[src/rtl/player_lane_ctrl.sv]
// rtl/player_lane_ctrl.sv - lane-stepping player sprite controller with erase/draw pixel stream
module player_lane_ctrl #(
  parameter int         NUM_LANES  = 4,
  parameter int         LANE_X0    = 14,
  parameter int         LANE_PITCH = 40,
  parameter int         Y_POS      = 99,
  parameter int         SPR_W      = 8,
  parameter int         SPR_H      = 8,
  parameter logic [2:0] COLOUR     = 3'b111
) (
  input  logic                         clock,
  input  logic                         resetn,
  input  logic                         aP,
  input  logic                         dP,
  output logic [7:0]                   x_out,
  output logic [6:0]                   y_out,
  output logic [2:0]                   colour_out,
  output logic                         plot,
  output logic [$clog2(NUM_LANES)-1:0] lane_out,
  output logic                         busy
);

  localparam int LW = $clog2(NUM_LANES);
  localparam logic [LW-1:0] LANE_LAST = LW'(NUM_LANES - 1);
  localparam logic [3:0]    PX_LAST   = 4'(SPR_W - 1);
  localparam logic [3:0]    PY_LAST   = 4'(SPR_H - 1);

  if (NUM_LANES < 2 || NUM_LANES > 16 || SPR_W < 1 || SPR_W > 16 || SPR_H < 1 || SPR_H > 16 ||
      LANE_X0 + (NUM_LANES - 1) * LANE_PITCH + SPR_W - 1 > 159 || Y_POS + SPR_H - 1 > 119)
  begin : g_bad_geometry
    $fatal(1, "player_lane_ctrl: parameters place the sprite outside the 160x120 playfield");
  end

  typedef enum logic [1:0] {S_INIT, S_IDLE, S_ERASE, S_DRAW} state_t;

  state_t        state, next_state;
  logic [LW-1:0] lane, next_lane;
  logic [LW-1:0] target, next_target;
  logic [3:0]    px, next_px;
  logic [3:0]    py, next_py;
  logic          prev_a, prev_d;
  logic          req_valid, req_left, req_take;
  logic          rise_a, rise_d, new_req;
  logic          streaming;
  logic [7:0]    x_pix;
  logic [6:0]    y_pix;

  // Simultaneous left+right edges cancel out and leave any pending request untouched.
  assign rise_a  = aP & ~prev_a;
  assign rise_d  = dP & ~prev_d;
  assign new_req = rise_a ^ rise_d;

  assign streaming = (state == S_ERASE) || (state == S_DRAW);
  assign x_pix     = 8'(LANE_X0) + 8'(lane) * 8'(LANE_PITCH) + {4'd0, px};
  assign y_pix     = 7'(Y_POS) + {3'd0, py};
  assign lane_out  = lane;

  always_comb begin
    next_state  = state;
    next_lane   = lane;
    next_target = target;
    next_px     = px;
    next_py     = py;
    req_take    = 1'b0;
    case (state)
      S_INIT: next_state = S_DRAW;
      S_IDLE: begin
        if (req_valid) begin
          req_take = 1'b1;
          if (req_left && lane != '0) begin
            next_target = lane - LW'(1);
            next_state  = S_ERASE;
          end else if (!req_left && lane != LANE_LAST) begin
            next_target = lane + LW'(1);
            next_state  = S_ERASE;
          end
        end
      end
      S_ERASE, S_DRAW: begin
        if (px == PX_LAST && py == PY_LAST) begin
          if (state == S_ERASE) begin
            next_lane  = target;
            next_state = S_DRAW;
          end else begin
            next_state = S_IDLE;
          end
        end else if (px == PX_LAST) begin
          next_px = 4'd0;
          next_py = py + 4'd1;
        end else begin
          next_px = px + 4'd1;
        end
      end
      default: next_state = S_INIT;
    endcase
    if (next_state != state) begin
      next_px = 4'd0;
      next_py = 4'd0;
    end
  end

  always_ff @(posedge clock) begin
    if (!resetn) begin
      state      <= S_INIT;
      lane       <= '0;
      target     <= '0;
      px         <= 4'd0;
      py         <= 4'd0;
      prev_a     <= 1'b1;
      prev_d     <= 1'b1;
      req_valid  <= 1'b0;
      req_left   <= 1'b0;
      busy       <= 1'b0;
      plot       <= 1'b0;
      colour_out <= 3'd0;
      x_out      <= 8'(LANE_X0);
      y_out      <= 7'(Y_POS);
    end else begin
      state      <= next_state;
      lane       <= next_lane;
      target     <= next_target;
      px         <= next_px;
      py         <= next_py;
      prev_a     <= aP;
      prev_d     <= dP;
      // A fresh edge wins over the request being consumed this cycle.
      if (new_req) begin
        req_valid <= 1'b1;
        req_left  <= rise_a;
      end else if (req_take) begin
        req_valid <= 1'b0;
      end
      busy       <= (next_state == S_ERASE) || (next_state == S_DRAW);
      plot       <= streaming;
      colour_out <= (state == S_DRAW) ? COLOUR : 3'd0;
      x_out      <= x_pix;
      y_out      <= y_pix;
    end
  end

endmodule

[config.mk]
export PLATFORM = sky130hd
export DESIGN_NAME = player_lane_ctrl
export DESIGN_NICKNAME = d
export VERILOG_FILES = /design/src/rtl/player_lane_ctrl.sv
export SDC_FILE = /design/constraint.sdc
export NUM_CORES = 1
export LEC_CHECK = 0
export ABC_AREA = 1
export ABC_CLOCK_PERIOD_IN_PS = 2650
export BUFFER_PORTS_ARGS = -buffer_cell sky130_fd_sc_hd__clkbuf_2
export CORE_MARGIN = 2
export CORE_UTILIZATION = 45
export DETAILED_ROUTE_END_ITERATION = 10
export HOLD_SLACK_MARGIN = 0.1
export PLACE_DENSITY = 0.74
export SLEW_MARGIN = 30
export SYNTH_ARGS = -nofsm -noshare
export SYNTH_HDL_FRONTEND = slang
export SYNTH_SLANG_ARGS = --single-unit
[constraint.sdc]
create_clock -name clock -period 2.65 [get_ports clock]
set_clock_uncertainty 0.05 [all_clocks]
set_input_delay 0.53 -clock clock [delete_from_list [all_inputs] [get_ports clock]]
set_output_delay 0.53 -clock clock [all_outputs]
set_load 0.005 [all_outputs]
# Yosys cells after proc, flatten, opt, wreduce, memory -nomap -nowiden
# Index checks and enable logic that the tools add are counted.
[op_classes]
addsub = 7
multipliers = 1
div_mod_pow = 0
n_lt_le_gt_ge = 0
eq_ne = 9
shifts = 0
muxes = 14
n_bitwise = 7
n_reduce_logical = 16
[op_table]
columns = ["op", "count"]
rows = [
  ["$mux 2", 7],
  ["$reduce_and 3->1", 3],
  ["$add 4x1->4 const B", 2],
  ["$add 4x8->8 const A", 1],
  ["$add 8x4->8", 1],
  ["$eq 2x2->1 const B", 4],
  ["$eq 4x3->1 const B", 2],
  ["$add 6x5->7 const A", 1],
  ["$pmux 2 s3", 1],
  ["$reduce_bool 2->1", 3],
  ["$mul 2x3->5 const B", 1],
  ["$mux 1", 4],
  ["$mux 4", 1],
  ["$not 1->1", 4],
  ["$reduce_or 2->1", 2],
  ["$logic_and 1x1->1", 3],
  ["$mux 3", 1],
  ["$add 2x1->2 const B", 1],
  ["$and 1x1->1", 2],
  ["$eq 2x1->1 const B", 1],
  ["$logic_not 2->1", 1],
  ["$logic_or 1x1->1", 2],
  ["$ne 2x2->1", 1],
  ["$ne 2x2->1 const B", 1],
  ["other kinds (4)", 4],
]
[totals]
ff_bits = 38
latchBits = 0
ramBits = 0
rom_bits = 0
output_inout_bits = 22
elab_cells = 68
mem_count = 0

# Longest topological paths before layout
[logic_depth]
word_depth = 8
depth_mapped = 10
mapped_depth_nobuf = 10

# Least setup slack after synthesis
# No wires, ideal clock.
[synth_path]
path_type = "register -> register"
startpoint = "register lane[0], in the netlist lane_out[0]"
endpoint = "register x_out[6]"
setup_ps = 114
arrival_ps = 1547
t_required_ps = 2486
setup_slack_ps = 939
path_stages_with_launch = 5
period_less_slack_ps = 1711
cell_sequence = "dfxtp_1 -> inv_1 -> ha_1 -> fa_1 -> a2111oi_0"
[synth_via]
elab_chain_cells = 3
[synth_rtl]
columns = ["item", "line", "rtl"]
rows = [
  ["start, declared", "37", "logic [LW-1:0] lane, next_lane;"],
  ["start signal, assigned", "120", "lane <= next_lane;"],
  ["$mul 2x3->5", "54", "assign x_pix = 8'(LANE_X0) + 8'(lane) * 8'(LANE_PITCH) + {4'd0, px};"],
  ["$add 4x8->8", "54", ""],
  ["$add 8x4->8", "54", ""],
  ["end signal, assigned", "116", "x_out <= 8'(LANE_X0);"],
  ["end signal, assigned", "136", "x_out <= x_pix;"],
  ["end, declared", "15", "output logic [7:0] x_out,"],
]
# No other way between the ends.
# A chain may end at the register's enable or synchronous reset.

# Worst setup path after layout
# Ends and elaborated chain as after synthesis.

==> run summary <==
Status - finished clean
CTS Buf Count - 5
CP Launch Point - lane_out[0]$_SDFFE_PN0P_
Final critical path time including I/O delays and setup - 1.857 ns
Yosys cell types - 28
Slew Limit Fails - 0
Clock root cell - clkbuf_4
Path type of the worst setup path - reg2reg
Worst setup SP type - register
Largest net degree at the start of global routing - 17
Synth Area per Inst - 7.859 um2
Dominant synthesized flop cell - dfxtp_1
CTS HTree Levels - 2
Aggregate global routing overflow - 0
Post-synth top area share - 0.4544
Post-DR vias/cell - 4.621
CTS tree - done
Reg2reg end - x_out[6]$_SDFF_PN0_
Highest clock rate - 538.6 MHz
Largest cells by area after synthesis - dfxtp_1 45%, nand2_1 8.3%, nor2_1 8.0%
Dominant cell type by area after synthesis - dfxtp_1
Number of diodes - 0
Hold Fails Final Rpt - 0
Cell Pwr Density - 511.3 nW/um2
VDD IR max - 235.9 uV
First-pass DRT Iterations - 4
FF+latch count, synth - 33
Clock Tree Buf Depth - 2
Clk_lat worst skew - 0.34 ns
Post-Route WL - 2.460 mm
R2R depth - 4
Post-synthesis sequential area ratio - 0.4544
Ys Warns - 0
Buffers on Ports - 23
Tot Pwr - 841.3 uW
Number of flops mapped to enable cells by yosys - 0
Total negative slack - 0 ns
Routability cong. - 0.7932
CTS clk-pin slew, worst paths - 0.10 ns
Mapped Area - 1454 um2
Filler cell count - 325
Layout cell share with drive strength beyond 1 - 0.2075
Post-CTS Hold Fix Bufs - 0
Critical path arrival - 2.04 ns
DRC Markers - 0
Top-Level Pins - 26
Hold Startpoint - aP
Post-synthesis async set-or-reset flop share - 0
R2r startpoint - lane_out[0]$_SDFFE_PN0P_
Drt wl/cell - 9.609 um
Core footprint - 3053 um2
Pleak - 0.0007443 uW
Via count - 1183
Max-cap violations - 0
Full die area - 3702 um2
Hpwl dp - 1.834 mm
Sink Count - 33
Hold Path Stages - 2
Most numerous cell in the Yosys netlist - dfxtp_1
Reg2Reg Setup Slack - 0.79 ns
Area grow syn2layout - 13.17%
RSZ-0062 raised after global routing - no
Post-CTS Setup Inserts - 0
Post-synth top cells - 33 x dfxtp_1, 32 x nand2_1, 31 x nor2_1
Starting density of the core - 0.4762
Die Wd - 60.84 um
Critical path required time - 2.83 ns
Hold crit path type - in2reg
Highest net fanout along the worst path - 5
Core Util, Final - 0.5389
# nets final - 224
Vias in the first global route - 968
Initial antenna violation count - 0
Die Ht - 60.84 um
Global-route wire length before repair - 4.140 mm
Post-Synthesis Cells - 185
Initial DRC count - 72
Gr usage total - 0.1542
Hold Path Sink - prev_a$_SDFF_PN1_
Cell Rows - 20
PostCTS Resize Cnt - 0
Final Cycle Share - 0.7007
Setup violations, final - 0
Antenna Nets Post-Route - 0
CP endpoint kind - register
-- layout make-up --
type	count	area, um2	area share
timing repair buffer	23	115.1	0.06996
sequential	33	660.6	0.4015
clock inverter	2	10.01	0.006084
tap	44	55.05	0.03346
inverter	28	105.1	0.06388
multi-input combinational	120	658.1	0.4000
clock buffer	6	41.29	0.02510
-- metrics by stage --
stage	worst slack, ns	instances	hold slack (ns)	instance area, um2
2_1_floorplan	0.9389	186	0.3566	1458
3_3_place_gp	0.8917	248	0.3863	1594
3_5_place_dp	0.8104	248	0.3883	1594
4_1_cts	0.7880	256	0.3438	1645
5_1_grt	0.5354	256	0.3411	1645
6_report	0.7932	256	0.3487	1645
-- where the power goes --
group	total (uW)	internal, uW	switching, uW
sequential	519	508	11.1
combinational	53.1	19.7	33.3
clock	270	101	169
-- worst max-delay path, cell delays in order, from the launching register on --
cell and delay [ns]:
dfxtp_1 0.41, inv_1 0.11, ha_1 0.34, fa_1 0.44, a2111oi_0 0.40
-- registers in the layout, summed over array words and instances, names as in the netlist, 2 cells and up --
register	flops
y_out	5
lane_out	2
x_out	8
target	2
py	4
px	4
-- logic make-up after synthesis --
kind of cell    Yosys count  share of synthesized area
simple gates             88                     0.2728
flops                    33                     0.4544
other cells               1                   0.002579
xor+xnor                  4                    0.02410
fa+ha+maj                 9                    0.08262
compound gates           17                    0.06799
buf+inv                  33                    0.09552
-- per-layer routing --
layer / vias up / global-route usage / share of wire
li1: 630 / - / -
met1: 521 / 0.1859 / 0.49
met2: 25 / 0.2396 / 0.44
met3: 7 / 0.06397 / 0.053
met4: 0 / 0.07143 / 0.022
met5: - / 0 / 0
-- how the worst max path moves through the flow --
stage | cells after the start | to | slack [ns]
floorplan | 4 | x_out[6]$_SDFF_PN0_ | 0.94
global placement | 4 | x_out[6]$_SDFF_PN0_ | 0.89
detailed placement | 4 | x_out[6]$_SDFF_PN0_ | 0.81
CTS | 4 | x_out[6]$_SDFF_PN0_ | 0.79
global route | 4 | x_out[6]$_SDFF_PN0_ | 0.54
finish | 4 | x_out[6]$_SDFF_PN0_ | 0.79
-- cells in the final DEF, fill, tap and decap left out, drive strengths merged, types with 2 or more instances in the layout --
master / count
nand3: 12
conb: 2
a21oi: 5
xnor2: 2
dfxtp: 33
o21ai: 8
ha: 8
inv: 28
clkbuf: 29
nor3: 3
clkinv: 2
nor2: 33
xor2: 2
nand2: 35
or2: 3
Note: power is estimated with default switching activity, not from simulation.
